==> src/rtl/tlb_op_ctrl.sv <==
// TLB instruction sequencer: SRCH/RD/WR/FILL/INV over a shared lookup port.
// Define TLB_FILL_LFSR_EN for an LFSR fill pointer; default is a round-robin counter.
module tlb_op_ctrl #(
  parameter int unsigned TLBIDLEN = 4
) (
  input  logic                clk,
  input  logic                reset,
  input  logic                op_valid,
  output logic                op_ready,
  input  logic [2:0]          op_code,
  input  logic [4:0]          op_inv,
  input  logic [9:0]          op_asid,
  input  logic [31:0]         op_va,
  input  logic [TLBIDLEN-1:0] op_index,
  output logic                srch_valid,
  input  logic                srch_ok,
  input  logic                srch_found,
  input  logic [TLBIDLEN-1:0] srch_index,
  output logic                we,
  output logic [TLBIDLEN-1:0] w_index,
  output logic [TLBIDLEN-1:0] r_index,
  output logic                invtlb_valid,
  output logic [4:0]          invtlb_op,
  output logic [9:0]          invtlb_asid,
  output logic [31:0]         invtlb_va,
  output logic                done,
  output logic                done_found,
  output logic [TLBIDLEN-1:0] done_index,
  output logic                done_err
);

  typedef enum logic [1:0] {IDLE, SRCH, ISSUE, SETTLE} state_e;
  typedef enum logic [2:0] {OP_SRCH, OP_RD, OP_WR, OP_FILL, OP_INV} op_e;

  state_e              state_q;
  logic [2:0]          op_code_q;
  logic [4:0]          op_inv_q;
  logic [9:0]          op_asid_q;
  logic [31:0]         op_va_q;
  logic                srch_valid_q, we_q, invtlb_valid_q;
  logic                done_q, done_found_q, done_err_q;
  logic [TLBIDLEN-1:0] done_index_q, w_index_q, r_index_q;
  logic [TLBIDLEN-1:0] fill_ptr;
  logic                fill_step;

  assign fill_step = (state_q == ISSUE) && (op_code_q == OP_FILL);

`ifdef TLB_FILL_LFSR_EN
  logic [7:0] lfsr_q;
  assign fill_ptr = TLBIDLEN'(lfsr_q);
  always_ff @(posedge clk) begin
    if (reset)          lfsr_q <= 8'h01;
    else if (fill_step) lfsr_q <= {lfsr_q[6:0], lfsr_q[7] ^ lfsr_q[5] ^ lfsr_q[4] ^ lfsr_q[3]};
  end
`else
  logic [TLBIDLEN-1:0] rr_q;
  assign fill_ptr = rr_q;
  always_ff @(posedge clk) begin
    if (reset)          rr_q <= '0;
    else if (fill_step) rr_q <= rr_q + 1'b1;
  end
`endif

  always_ff @(posedge clk) begin
    if (reset) begin
      state_q        <= IDLE;
      op_code_q      <= '0;
      op_inv_q       <= '0;
      op_asid_q      <= '0;
      op_va_q        <= '0;
      srch_valid_q   <= 1'b0;
      we_q           <= 1'b0;
      invtlb_valid_q <= 1'b0;
      done_q         <= 1'b0;
      done_found_q   <= 1'b0;
      done_err_q     <= 1'b0;
      done_index_q   <= '0;
      w_index_q      <= '0;
      r_index_q      <= '0;
    end else begin
      we_q           <= 1'b0;
      invtlb_valid_q <= 1'b0;
      done_q         <= 1'b0;
      done_found_q   <= 1'b0;
      done_err_q     <= 1'b0;
      case (state_q)
        IDLE: if (op_valid) begin
          op_code_q <= op_code;
          op_inv_q  <= op_inv;
          op_asid_q <= op_asid;
          op_va_q   <= op_va;
          // Strobes are set on accept so they are registered during the ISSUE cycle.
          case (op_code)
            OP_SRCH: begin state_q <= SRCH;  srch_valid_q <= 1'b1; end
            OP_RD:   begin state_q <= ISSUE; r_index_q <= op_index; end
            OP_WR:   begin state_q <= ISSUE; we_q <= 1'b1; w_index_q <= op_index; end
            OP_FILL: begin state_q <= ISSUE; we_q <= 1'b1; w_index_q <= fill_ptr; end
            OP_INV:  begin state_q <= ISSUE; invtlb_valid_q <= (op_inv <= 5'd6); end
            default: begin done_q <= 1'b1; done_err_q <= 1'b1; done_index_q <= '0; end
          endcase
        end
        SRCH: if (srch_ok) begin
          state_q      <= IDLE;
          srch_valid_q <= 1'b0;
          done_q       <= 1'b1;
          done_found_q <= srch_found;
          done_index_q <= srch_index;
        end
        ISSUE: state_q <= SETTLE;
        SETTLE: begin
          state_q      <= IDLE;
          done_q       <= 1'b1;
          done_err_q   <= (op_code_q == OP_INV) && (op_inv_q > 5'd6);
          done_index_q <= '0;
        end
        default: state_q <= IDLE;
      endcase
    end
  end

  // Strobes are masked by reset so an abort suppresses them in the reset cycle itself.
  assign op_ready     = (state_q == IDLE);
  assign srch_valid   = srch_valid_q & ~reset;
  assign we           = we_q & ~reset;
  assign invtlb_valid = invtlb_valid_q & ~reset;
  assign done         = done_q & ~reset;
  assign done_found   = done_found_q;
  assign done_err     = done_err_q;
  assign done_index   = done_index_q;
  assign w_index      = w_index_q;
  assign r_index      = r_index_q;
  assign invtlb_op    = op_inv_q;
  assign invtlb_asid  = op_asid_q;
  assign invtlb_va    = op_va_q;

endmodule
==> config.mk <==
export PLATFORM = sky130hd
export DESIGN_NAME = tlb_op_ctrl
export DESIGN_NICKNAME = d
export VERILOG_FILES = /design/src/rtl/tlb_op_ctrl.sv
export SDC_FILE = /design/constraint.sdc
export NUM_CORES = 1
export LEC_CHECK = 0
export CAP_MARGIN = 20
export CELL_PAD_IN_SITES_DETAIL_PLACEMENT = 1
export CELL_PAD_IN_SITES_GLOBAL_PLACEMENT = 1
export CORE_MARGIN = 4
export CORE_UTILIZATION = 27
export DETAILED_ROUTE_END_ITERATION = 16
export PLACE_DENSITY = 0.8
export RECOVER_POWER = 25
export SYNTH_ARGS = -nofsm -noshare
export SYNTH_HDL_FRONTEND = slang
export SYNTH_SLANG_ARGS = --single-unit
==> constraint.sdc <==
create_clock -name clk -period 1.7 [get_ports clk]
set_input_delay 0.51 -clock clk [delete_from_list [all_inputs] [get_ports clk]]
set_output_delay 0.51 -clock clk [all_outputs]
set_load 0.01 [all_outputs]
**Word-level counts from Yosys, hierarchy flattened**

Index checks and enable logic that the tools add are counted.

- Eq/ne operators: 14
- Mux-type cells: 19
- Bitwise logic cells: 10
- Add/sub/neg operators: 1
- Reductions and logical operators: 19
- $lt $le $gt $ge: 2

Operators by type and width:

| kind | number |
|---|---|
| two-way mux 4 bit | 3 |
| case mux 4 bit (3 select lines) | 1 |
| == test 3 x 2 -> 1 bit (second input constant) | 3 |
| AND reduction 3 bit | 3 |
| case mux 2 bit (4 select lines) | 1 |
| case mux 4 bit (2 select lines) | 1 |
| AND reduction 4 bit | 2 |
| OR reduction 4 bit | 2 |
| two-way mux 1 bit | 7 |
| == test 3 bit (second input constant) | 2 |
| != test 2 bit (second input constant) | 3 |
| NOT 1 bit | 6 |
| OR reduction 3 bit | 2 |
| greater-than comparator 5 x 3 -> 1 bit (second input constant) | 1 |
| <= comparator 5 x 3 -> 1 bit (second input constant) | 1 |
| OR reduction 5 bit | 1 |
| adder 4 x 1 -> 4 bit (second input constant) | 1 |
| bitwise AND 1 bit | 4 |
| == test 2 bit (second input constant) | 2 |
| two-way mux 2 bit | 2 |
| case mux 1 bit (2 select lines) | 2 |
| case mux 2 bit (2 select lines) | 1 |
| nonzero test 2 bit | 2 |
| == test 3 x 1 -> 1 bit (second input constant) | 1 |
| 10 further kinds | 11 |

- Bits of input ports: 63
- Logic and storage cells: 80
- Bits in registers: 74
- Output and inout bits: 66

**Longest topological paths before layout**

Gate-level depths: netlist of the first run.

- Word-level depth: 5
- Gate-level depth with buffers: 8
- Mapped depth without buffers: 5

**Worst setup path before layout of the first run**

No wires, ideal clock.

- Path type: flip-flop to flip-flop
- Start: register state_q[0]
- End: register state_q[0]
- Required time: 1,584 ps
- Setup time: 116 ps
- Arrival: 1,584 ps
- Clock period less this slack: 1,700 ps
- Cell stages (with the launch flop): 7
- Slack: 0 ps
- Buffers on the path: 1
- Path through: dfxtp_1 > inv_1 > ha_1 > buf_2 > nor2b_1 > o311a_2 > a41o_1

- Longest elaborated chain between the ends: 3
- Elaborated cells on any way between the ends: 9
- Classes of those cells: 6 x eq/ne; 1 x mux; 2 x reduce/logical

Ends and longest elaborated chain:

| element | RTL line | source |
|---|---|---|
| start: declaration | 35 | `state_e state_q;` |
| start signal: assignment | 66 | `state_q <= IDLE;` |
| start signal: assignment | 94 | `OP_SRCH: begin state_q <= SRCH; srch_valid_q <= 1'b1; end` |
| start signal: assignment | 95 | `OP_RD: begin state_q <= ISSUE; r_index_q <= op_index; end` |
| logical NOT 2 bit (*) | n/a |  |
| via op_ready | 9 | `output logic op_ready,` |
| != test 3 x 2 -> 1 bit (no line) or != test 2 bit (tied branches) | n/a |  |
| AND reduction 3 bit (no line) | n/a |  |

Mark *: on every way through the listed nets, which the timed path passes. The rest lies on a longest branch.
A chain may end at the register's enable or synchronous reset.

**Final worst setup path of the first run**

- Start: input port reset
- End: output port done

- Longest elaborated chain between the ends: 2

Ends and longest elaborated chain:

| element | RTL line | source |
|---|---|---|
| start: declaration | 7 | `input logic reset,` |
| NOT 1 bit | 126 | `assign done = done_q & ~reset;` |
| bitwise AND 1 bit | 126 |  |
| end: declaration | 26 | `output logic done,` |

Every way passes these cells.

==> impl_results.md, run 1 <==
* Outcome: finished, final reports clean
* ANT cells at 0
* Maximum fanout along the worst path at 9
* Min Hold Slack at 0.455 ns
* DRC Markers at 0
* # clock sinks at 74
* First-pass DRT Iterations at 4
* DR WL/cell at 15.3 microns
* Row count at 37
* Remaining global-route overflow at 0
* Post-CTS Repair Setup Buffers at 0
* Clock buffer count from CTS at 9
* Synthesized area per cell at 8.36 sq um
* Placed Cells at 616
* Global-route wire length before repair at 15600 microns
* Die area at 12600 sq um
* Seq/Total Area, Yosys at 50.5%
* Crit path kind: in2out
* Pin count of the biggest net entering global routing at 51
* Most frequent cells in the layout: nand2_1 (108), dfxtp_1 (73), dlygate4sd2_1 (64), a21oi_1 (61), clkdlybuf4s50_1 (61)
* Fin cells at 631
* Vias/cell at 4.69
* CTS tree: yes
* Final min period at 1.66 ns
* Max-cap violations at 0
* Final Hold Vio Count at 0
* CP required at 1.19 ns
* Max clock buf depth at 2
* Routed Antenna Nets at 0
* HP Class: reg2reg
* DR vias at 2958
* Area delta synth->final at 57.6%
* Peak supply drop at 0.496 mV
* Synth area leaders: dfxtp_1 (50%), nand2_1 (14%), a21oi_1 (10%), ha_1 (2.6%), nand3_1 (1.9%)
* Clk_lat worst skew at 0.34 ns
* H-tree levels at 3
* Ys Warns at 0
* Fin worst setup slack at 0.0403 ns
* Vias in the first global route at 3033
* Total GRT Usage at 15.2%
* Total power at 0.00562 W
* CORE AREA at 10500 sq um
* Setup violations, final at 0
* Crit. End Element: output port
* CP Data Arrival Time at 1.15 ns
* Synth unique cells at 42
* Die height at 112 microns
* Synthesized area at 2940 sq um
* CTS Root Cell: clkbuf_8
* Die span in x at 112 microns
* Top cell type's share of synthesized area at 50.5%
* Leakage at 2.03 nW
* # nets final at 560
* Initial DRC count at 128
* Register bit total from synthesis at 74
* Pre-CTS setup slack at -0.290 ns
* Cell taking the most area after synthesis: dfxtp_1
* Worst-Margin Slew at 0.319 ns
* Initial Utilization at 28.1%
* Worst Skew at 0.00539 ns
* Port Buffers at 128
* DP HPWL at 7400 microns
* RSZ-0062 raised after global routing: true
* Fmax at 603 MHz
* I/O Pins at 129
* CTS clk-pin slew, worst paths at 0.07 ns
* Final wirelength at 9630 microns
* Slew headroom at 78.7%
* Pwr dens at 1220 nW/um^2
* Commonest non-fill, non-tap cell in the layout: nand2_1
* Antenna violations before repair at 0
* Gp weighted congestion at 0.827
* Mapped Cells at 351
* Max-slew violation count at 0
* Startpoint Class: primary input
* Layout cells sized above 1 at 11.3%
* Final worst path period share at 97.6%
* Syn nets at 420
[per-stage QoR]
| stage | setup TNS [ns] | instance area (sq um) | utilization [%] |
|---|---|---|---|
| floorplan | 0 | 2940 | - |
| global placement | -9.64 | 4490 | 42.9 |
| detailed placement | -12.52 | 4490 | 42.9 |
| CTS | 0 | 4630 | 44.2 |
| global route | -0.0179 | 4630 | 44.2 |
| finish | 0 | 4630 | 44.2 |
[worst max-delay path: stages]
cell	delay (ns)
buf_2	0.16
nor2b_1	0.18
dlygate4sd2_1	0.30
[routing by layer]
layer	routed length, microns	part of all wire [%]	global-route usage (%)
met3	444	4.6	3.77
met1	4210	44	18.2
met4	129	1.3	4.01
met5	0	0	0
met2	4850	50	27.2
[registers in the layout (all words and copies together), names as in the netlist]
name	count
op_code_q	3
invtlb_op	5
invtlb_valid_q	1
done_index	4
done_q	1
invtlb_asid	10
state_q	2
srch_valid_q	1
w_index	4
done_found	1
fill_ptr	4
done_err	1
we_q	1
r_index	4
invtlb_va	32
[synthesized netlist by cell type (all sizes together)]
master     n
nand4      1
a311oi     2
ha         6
inv        6
o22ai      1
and2b      1
or2        2
and4b      2
o31a       1
o221ai     4
a21oi     61
and2       1
nand3     11
clkbuf     9
dfxtp     74
o211a      1
nor2       5
nor2b      4
or3        3
o41a       1
nor3       1
or4b       1
o21ai      7
nand4b     3
o311a      1
nand2    109
and4       2
a211oi     2
a2111oi    1
xor2       1
a311o      1
nand2b     3
a21boi     1
mux2i      5
and3b      1
buf       15
a41o       1
[worst paths after layout]
check | end | start | slack (ns) | cells past startpoint
max | done | reset | 0.04 | 3
max reg2reg | done_index[0] | state_q[1] | 0.06 | 7
min reg2reg | invtlb_va[12] | invtlb_va[12] | 0.45 | 2
min | invtlb_va[12] | invtlb_va[12] | 0.45 | 2
[power breakdown]
group	leakage [nW]	switching (W)	internal (W)
registers	0.605	0.000128	0.00201
clock network	0.112	0.000632	0.000856
logic	1.31	0.00107	0.000929
[layout make-up]
type	count	area, sq um
Tap cell	136	170
Multi-Input combinational cell	247	1340
Timing Repair Buffer	153	1400
Inverter	6	22.5
Clock inverter	5	78.8
Sequential cell	74	1480
Clock buffer	10	138
Fill cell	1255	5840
[what timing repair did]
action                     in CTS  in global routing
pin swaps                       1                  0
hold endpoints to repair        0                  0
setup endpoints to repair      66                  8
hold buffers                    0                  0
resized for setup              71                  6
[cells by family (layout without fill, tap and decap cells)]
logic type	after synthesis	after routing	share of synthesized area, %
XOR/XNOR	1	1	0.298
AND/OR/NAND/NOR	150	150	22.8
AO/OA/AOI/OAI	85	85	17.8
adder cells (fa/ha/maj)	6	6	2.56
buffers and inverters	30	174	4.35
flip-flops	74	74	50.5
multiplexers	5	5	1.71
Power figures use the tool's default switching activity.
==> run 2: changes to the inputs <==
--- a/config.mk
+++ b/config.mk
@@ -11,8 +11,10 @@
 export CORE_MARGIN = 4
 export CORE_UTILIZATION = 27
 export DETAILED_ROUTE_END_ITERATION = 16
+export HOLD_SLACK_MARGIN = 0.12
 export PLACE_DENSITY = 0.8
 export RECOVER_POWER = 25
+export REMOVE_ABC_BUFFERS = 1
 export SYNTH_ARGS = -nofsm -noshare
 export SYNTH_HDL_FRONTEND = slang
 export SYNTH_SLANG_ARGS = --single-unit
==> impl_results.md, run 2 (synthesis gave the netlist of run 1 again) <==
* Worst R2R Path Depth at 6 (-1)
* Max clock buf depth at 2 (unchanged)
* Max-cap violations at 0 (unchanged)
* Comb power frac at 36.4% (+0.9 points)
* Die span in x at 112 microns (unchanged)
* Post-layout util at 44.6% (+0.39 points)
* # clock sinks at 74 (unchanged)
* Net Sw Frac at 33.0% (+0.50 points)
* HP Class: in2reg
* Switching power at 0.00191 W (+4.3%)
* Global-route wire length before repair at 16000 microns (+2.9%)
* Remaining global-route overflow at 0 (unchanged)
* Fill cells at 1260 (+0.40%)
* Largest stage delay on the critical path at 0.35 ns (+0.05 ns)
* Commonest non-fill, non-tap cell in the layout: nand2_1
* # nets final at 557 (-0.54%)
* Slew headroom at 71.5% (-7.2 points)
* Pin count of the biggest net entering global routing at 51 (unchanged)
* Cts-stage hold buffer count at 0 (unchanged)
* Pwr dens at 1240 nW/um^2 (+1.8%)
* Seq pwr share at 37.1% (-0.9 points)
* Final Hold Vio Count at 0 (unchanged)
* Vias/cell at 4.68 (-0.26%)
* RSZ-0062 raised after global routing: false
* Met3 Use GR at 3.40% (-0.38 points)
* Clock buffer count from CTS at 9 (unchanged)
* Fmax at 603 MHz (about the same)
* Crit. End Element: output port
* Initial DRC count at 151 (+18%)
* Worst Skew at 0.00821 ns (+0.00283 ns)
* Die area at 12600 sq um (unchanged)
* Placed cell areas at 4480 sq um (-0.22%)
* Total GRT Usage at 15.5% (+0.25 points)
* I/O Pins at 129 (unchanged)
* Gp weighted congestion at 0.802 (-3.0%)
* Worst-Margin Slew at 0.427 ns (+0.107 ns)
* Final worst path period share at 97.6% (about the same)
* Clk pwr share at 26.5% (about the same)
* Design area at 4670 sq um (+0.89%)
* Global Route met2 Usage at 27.5% (+0.36 points)
* Maximum fanout along the worst path at 3 (-6)
* DRC Markers at 0 (unchanged)
* Initial Utilization at 28.1% (unchanged)
* CTS clk-pin slew, worst paths at 0.08 ns (about the same)
* CORE AREA at 10500 sq um (unchanged)
* Hold Path Cell Cnt at 2 (unchanged)
* Layer with the highest usage: met2
* DR vias at 2941 (-0.57%)
* CTS tree: yes
* Post-CTS Repair Setup Buffers at 0 (unchanged)
* Worst path cell trace: inv_2 > ha_4 > clkdlybuf4s15_2
* Max-slew violation count at 0 (unchanged)
* Outcome: finished, final reports clean
* Startpoint Class: register
* Layout cells sized above 1 at 11.6% (+0.25 points)
* Most frequent cells in the layout: nand2_1 (108), dfxtp_1 (73), dlygate4sd2_1 (66), a21oi_1 (61), clkdlybuf4s50_1 (58)
* DP HPWL at 7250 microns (-2.0%)
* CTS Root Cell: clkbuf_8
* CP Data Arrival Time at 1.15 ns (about the same)
* Antenna violations before repair at 0 (unchanged)
* Final wirelength at 9630 microns (about the same)
* Routed Antenna Nets at 0 (unchanged)
* Area delta synth->final at 59.0%
* ANT cells at 0 (unchanged)
* Vias in the first global route at 3186 (+5.0%)
* Leakage at 2.04 nW (+0.62%)
* Row count at 37 (unchanged)
* CP max-delay cell: dfxtp_1
* H-tree levels at 3 (unchanged)
* First-pass DRT Iterations at 4 (unchanged)
* Met1 track utilization from global routing at 18.5% (+0.23 points)
* Final min period at 1.66 ns (-0.000315 ns)
* P_int at 0.00387 W (+1.9%)
* Clk_lat worst skew at 0.34 ns (about the same)
* Crit path kind: reg2out
* DR WL/cell at 15.3 microns (+0.30%)
* Max FFs per register at 32 (unchanged)
* Port Buffers at 128 (unchanged)
* CP required at 1.19 ns (about the same)
* Setup violations, final at 0 (unchanged)
* Peak supply drop at 0.641 mV (+29%)
* Die height at 112 microns (unchanged)
[run 2: cell count changes in the layout (fill, tap and decap cells not counted), moves of 2 or more]
cell / before / now
inv_1: 6 / 4
ha_4: 0 / 3
dlygate4sd2_1: 64 / 66
buf_4: 22 / 18
clkdlybuf4s50_1: 61 / 58
ha_2: 3 / 0
inv_2: 0 / 2
[run 2: path summary, 6_finish.rpt]
kind / start / to / slack (ns)
worst max-delay path: state_q[0] / op_ready / 0.04
worst min-delay path: reset / invtlb_va[18] / 0.44
worst max register to register: state_q[1] / state_q[1] / 0.09
worst min register to register: invtlb_va[1] / invtlb_va[1] / 0.45
[run 2: layout make-up]
class / count / area [sq um] / share of cell area [%]
Clock buffer: 10 / 138 / 2.95
Clock inverter: 6 / 90.1 / 1.93
Inverter: 6 / 22.5 / 0.482
Multi-Input combinational cell: 247 / 1370 / 29.3
Sequential cell: 74 / 1480 / 31.8
Tap cell: 136 / 170 / 3.65
Timing Repair Buffer: 150 / 1400 / 29.9
[run 2: timing repair]
action / CTS / global route
pin swaps: 3 / 1
resized for setup: 76 / 7
endpoints found under the setup margin: 71 / 11
[run 2: stage by stage]
stage	std cells	setup TNS, ns	total power (W)	hold slack, ns	setup WS [ns]
2_1_floorplan	327	-21.06	0.00313	0.438	-0.576
3_3_place_gp	613	-10.54	0.00431	0.442	-0.280
3_5_place_dp	613	-13.85	0.00439	0.448	-0.394
4_1_cts	629	0	0.00583	0.429	0.00540
5_1_grt	629	0	0.00616	0.449	0.00192
6_report	629	0	0.00577	0.438	0.0406
[run 2: metal layers]
layer,up-vias,wire (microns)
met1,1377,4110
li1,1460,-
met4,0,122
met2,90,4890
met3,14,517
met5,-,0
[run 2: critical path: cells and delay by family, from the launching register on]
family | cells | cell delay, ns
buf+inv | 2 | 0.29
fa+ha+maj | 1 | 0.17
flops | 1 | 0.35
[run 2: power groups by stage]
stage	combinational [W]	sequential (W)	clock, W
after floorplan	0.000849	0.00228	0
after global placement	0.00213	0.00218	0
after detailed placement	0.00220	0.00219	0
after CTS	0.00210	0.00215	0.00159
after global routing	0.00233	0.00218	0.00165
final	0.00210	0.00214	0.00153
==> run 3: changes to the inputs <==
--- a/config.mk
+++ b/config.mk
@@ -9,10 +9,10 @@
 export CELL_PAD_IN_SITES_DETAIL_PLACEMENT = 1
 export CELL_PAD_IN_SITES_GLOBAL_PLACEMENT = 1
 export CORE_MARGIN = 4
-export CORE_UTILIZATION = 27
+export CORE_UTILIZATION = 32
 export DETAILED_ROUTE_END_ITERATION = 16
 export HOLD_SLACK_MARGIN = 0.12
-export PLACE_DENSITY = 0.8
+export PLACE_DENSITY_LB_ADDON = 0.25
 export RECOVER_POWER = 25
 export REMOVE_ABC_BUFFERS = 1
 export SYNTH_ARGS = -nofsm -noshare
==> constraint.sdc (replaced) <==
create_clock -name clk -period 2.1 [get_ports clk]
set_input_delay 0.63 -clock clk [delete_from_list [all_inputs] [get_ports clk]]
set_output_delay 0.63 -clock clk [all_outputs]
set_load 0.01 [all_outputs]
==> impl_results.md, run 3 (synthesis gave the netlist of run 1 again) <==
* Seq pwr share at 39.0% (+1.9 points)
* Remaining global-route overflow at 0 (unchanged)
* Fmax at 502 MHz
* Switching power at 0.00147 W (-23%)
* I/O Pins at 129 (unchanged)
* Final worst path period share at 94.8%
* Min Hold Slack at 0.456 ns (+0.0180 ns)
* CORE AREA at 8810 sq um (-16%)
* Antenna violations before repair at 0 (unchanged)
* First-pass DRT Iterations at 4 (unchanged)
* Commonest non-fill, non-tap cell in the layout: clkdlybuf4s50_1
* Die span in x at 104 microns (-7.6%)
* DP HPWL at 7260 microns (+0.12%)
* P_int at 0.00301 W (-22%)
* H-tree levels at 3 (unchanged)
* Setup violations, final at 0 (unchanged)
* CTS Root Cell: clkbuf_8
* Max FFs per register at 32 (unchanged)
* Most frequent cells in the layout: clkdlybuf4s50_1 (120), nand2_1 (108), dfxtp_1 (73), a21oi_1 (61), buf_4 (20)
* CP Data Arrival Time at 1.36 ns (+0.21 ns)
* ANT cells at 0 (unchanged)
* Final Hold Vio Count at 0 (unchanged)
* Total GRT Usage at 18.4% (+2.9 points)
* CTS tree: yes
* Max clock buf depth at 2 (unchanged)
* Vias/cell at 4.94 (+5.7%)
* Fill cells at 1054 (-16%)
* Outcome: finished, final reports clean
* Design area at 4600 sq um (-1.5%)
* Fin worst setup slack at 0.108 ns (+0.0676 ns)
* Worst path cell trace: buf_2 > buf_4 > nor2b_1 > dlygate4sd2_1
* Slew headroom at 61.1% (-10 points)
* CTS clk-pin slew, worst paths at 0.08 ns (about the same)
* Worst-Margin Slew at 0.583 ns (+0.156 ns)
* Crit path kind: in2out
* DRC Markers at 0 (unchanged)
* Critical Path Sink: done
* Pin count of the biggest net entering global routing at 41 (-20%)
* Final wirelength at 9720 microns (+0.94%)
* Clk pwr share at 24.0% (-2.5 points)
* Initial Utilization at 33.3% (+5.3 points)
* Area delta synth->final at 56.7%
* FF-to-FF End: done_index[2]
* Maximum fanout along the worst path at 6 (+3)
* CP max-delay cell: dlygate4sd2_1
* HP Class: reg2reg
* Routed Antenna Nets at 0 (unchanged)
* Clock buffer count from CTS at 9 (unchanged)
* Total power at 0.00448 W (-22%)
* Vias in the first global route at 3230 (+1.4%)
* RSZ-0062 raised after global routing: false
* Critical path's top delay family: buffers and inverters
* Max-slew violation count at 0 (unchanged)
* Row count at 34 (-8.1%)
* Peak supply drop at 0.510 mV (-20%)
* Die area at 10800 sq um (-15%)
* CP required at 1.47 ns (+0.28 ns)
* Gp weighted congestion at 0.751 (-6.3%)
* Crit. End Element: output port
* Initial DRC count at 101 (-33%)
* Net Sw Frac at 32.8% (-0.19 points)
* R2r setup slk at 0.35 ns (+0.26 ns)
* Die height at 104 microns (-7.6%)
* DR WL/cell at 16.2 microns (+5.8%)
* DR vias at 2964 (+0.78%)
* Final min period at 1.99 ns
* Worst R2R Path Depth at 6 (unchanged)
* Global-route wire length before repair at 16300 microns (+1.5%)
* Clk_lat worst skew at 0.34 ns (about the same)
* Reg2Reg Launch Point: state_q[1]
* # clock sinks at 74 (unchanged)
* Port Buffers at 128 (unchanged)
* Worst Skew at 0.00614 ns (-0.00208 ns)
* Placed cell areas at 4420 sq um (-1.3%)
* Worst Path Buf+Inv at 3 (+1)
* Stages on the worst setup path at 4 (+1)
* Startpoint Class: primary input
* Pwr dens at 973 nW/um^2 (-21%)
* Post-CTS Repair Setup Buffers at 0 (unchanged)
* Pre-CTS setup slack at -0.190 ns (+0.204 ns)
* Post-layout util at 52.2% (+7.6 points)
* Largest stage delay on the critical path at 0.28 ns (-0.07 ns)
* Leakage at 1.75 nW (-14%)
* Max-cap violations at 0 (unchanged)
* Layout cells sized above 1 at 9.15% (-2.4 points)
* Comb power frac at 36.9% (+0.5 points)
* Crit path from: reset
* # nets final at 557 (unchanged)
==> run 3: changes by cell type in the layout (fill, tap and decap cells not counted), sizes merged <==
cell | previous run | this run
bufinv | 2 | 1
clkbuf | 12 | 13
clkdlybuf4s15 | 1 | 0
clkdlybuf4s50 | 58 | 120
clkinv | 3 | 2
clkinvlp | 1 | 0
dlygate4sd2 | 66 | 5
dlygate4sd3 | 0 | 2
dlymetal6s2s | 1 | 0
==> run 3: worst min-delay path by stage <==
stage	from	endpoint	slack [ns]	cells after the start
floorplan	op_code_q[2]	op_code_q[2]	0.44	2
global placement	invtlb_va[22]	invtlb_va[22]	0.44	2
detailed placement	invtlb_va[27]	invtlb_va[27]	0.45	2
CTS	invtlb_va[27]	invtlb_va[27]	0.46	2
global route	invtlb_asid[7]	invtlb_asid[7]	0.47	2
finish	invtlb_va[27]	invtlb_va[27]	0.46	2
==> run 3: power by group through the flow <==
| stage | logic [W] | clock network (W) | registers (W) |
|---|---|---|---|
| 2_1_floorplan | 0.000688 | 0 | 0.00185 |
| 3_3_place_gp | 0.00164 | 0 | 0.00177 |
| 3_5_place_dp | 0.00169 | 0 | 0.00178 |
| 4_1_cts | 0.00169 | 0.00112 | 0.00175 |
| 5_1_grt | 0.00182 | 0.00118 | 0.00178 |
| 6_report | 0.00165 | 0.00107 | 0.00175 |
==> run 3: layout make-up <==
class	count	area [sq um]	area share, %
flip-flops and latches	74	1480	32.2
repair buffers	150	1450	31.4
multi-input cells	247	1330	28.9
clock buffers	12	145	3.16
well taps	108	135	2.94
clock inverters	3	40.0	0.871
inverters	6	22.5	0.490
==> run 3: timing repair <==
item                                    in CTS  in global routing
hold buffers                                 0                  0
endpoints found under the setup margin       5                  0
gates resized for setup                      6                  0
endpoints found under the hold margin        0                  0
==> run 3: tightest hold or removal path, stage by stage (launching register included) <==
cell     delay, ns
dfxtp_1       0.31
nand2_1       0.05
a21oi_1       0.05
==> run 3: per-layer routing <==
layer  vias up  wire [microns]  track usage [%]
met4         0             134             6.46
li1       1461               -                -
met5         -               0                0
met1      1400            4310             22.0
met2        91            4790             32.3
met3        12             494             4.29
==> run 3: through the flow <==
stage                     instances  setup TNS [ns]
after floorplan                 327          -0.554
after global placement          585          -0.664
after detailed placement        585          -0.897
after CTS                       600               0
after global routing            600               0
final                           600               0
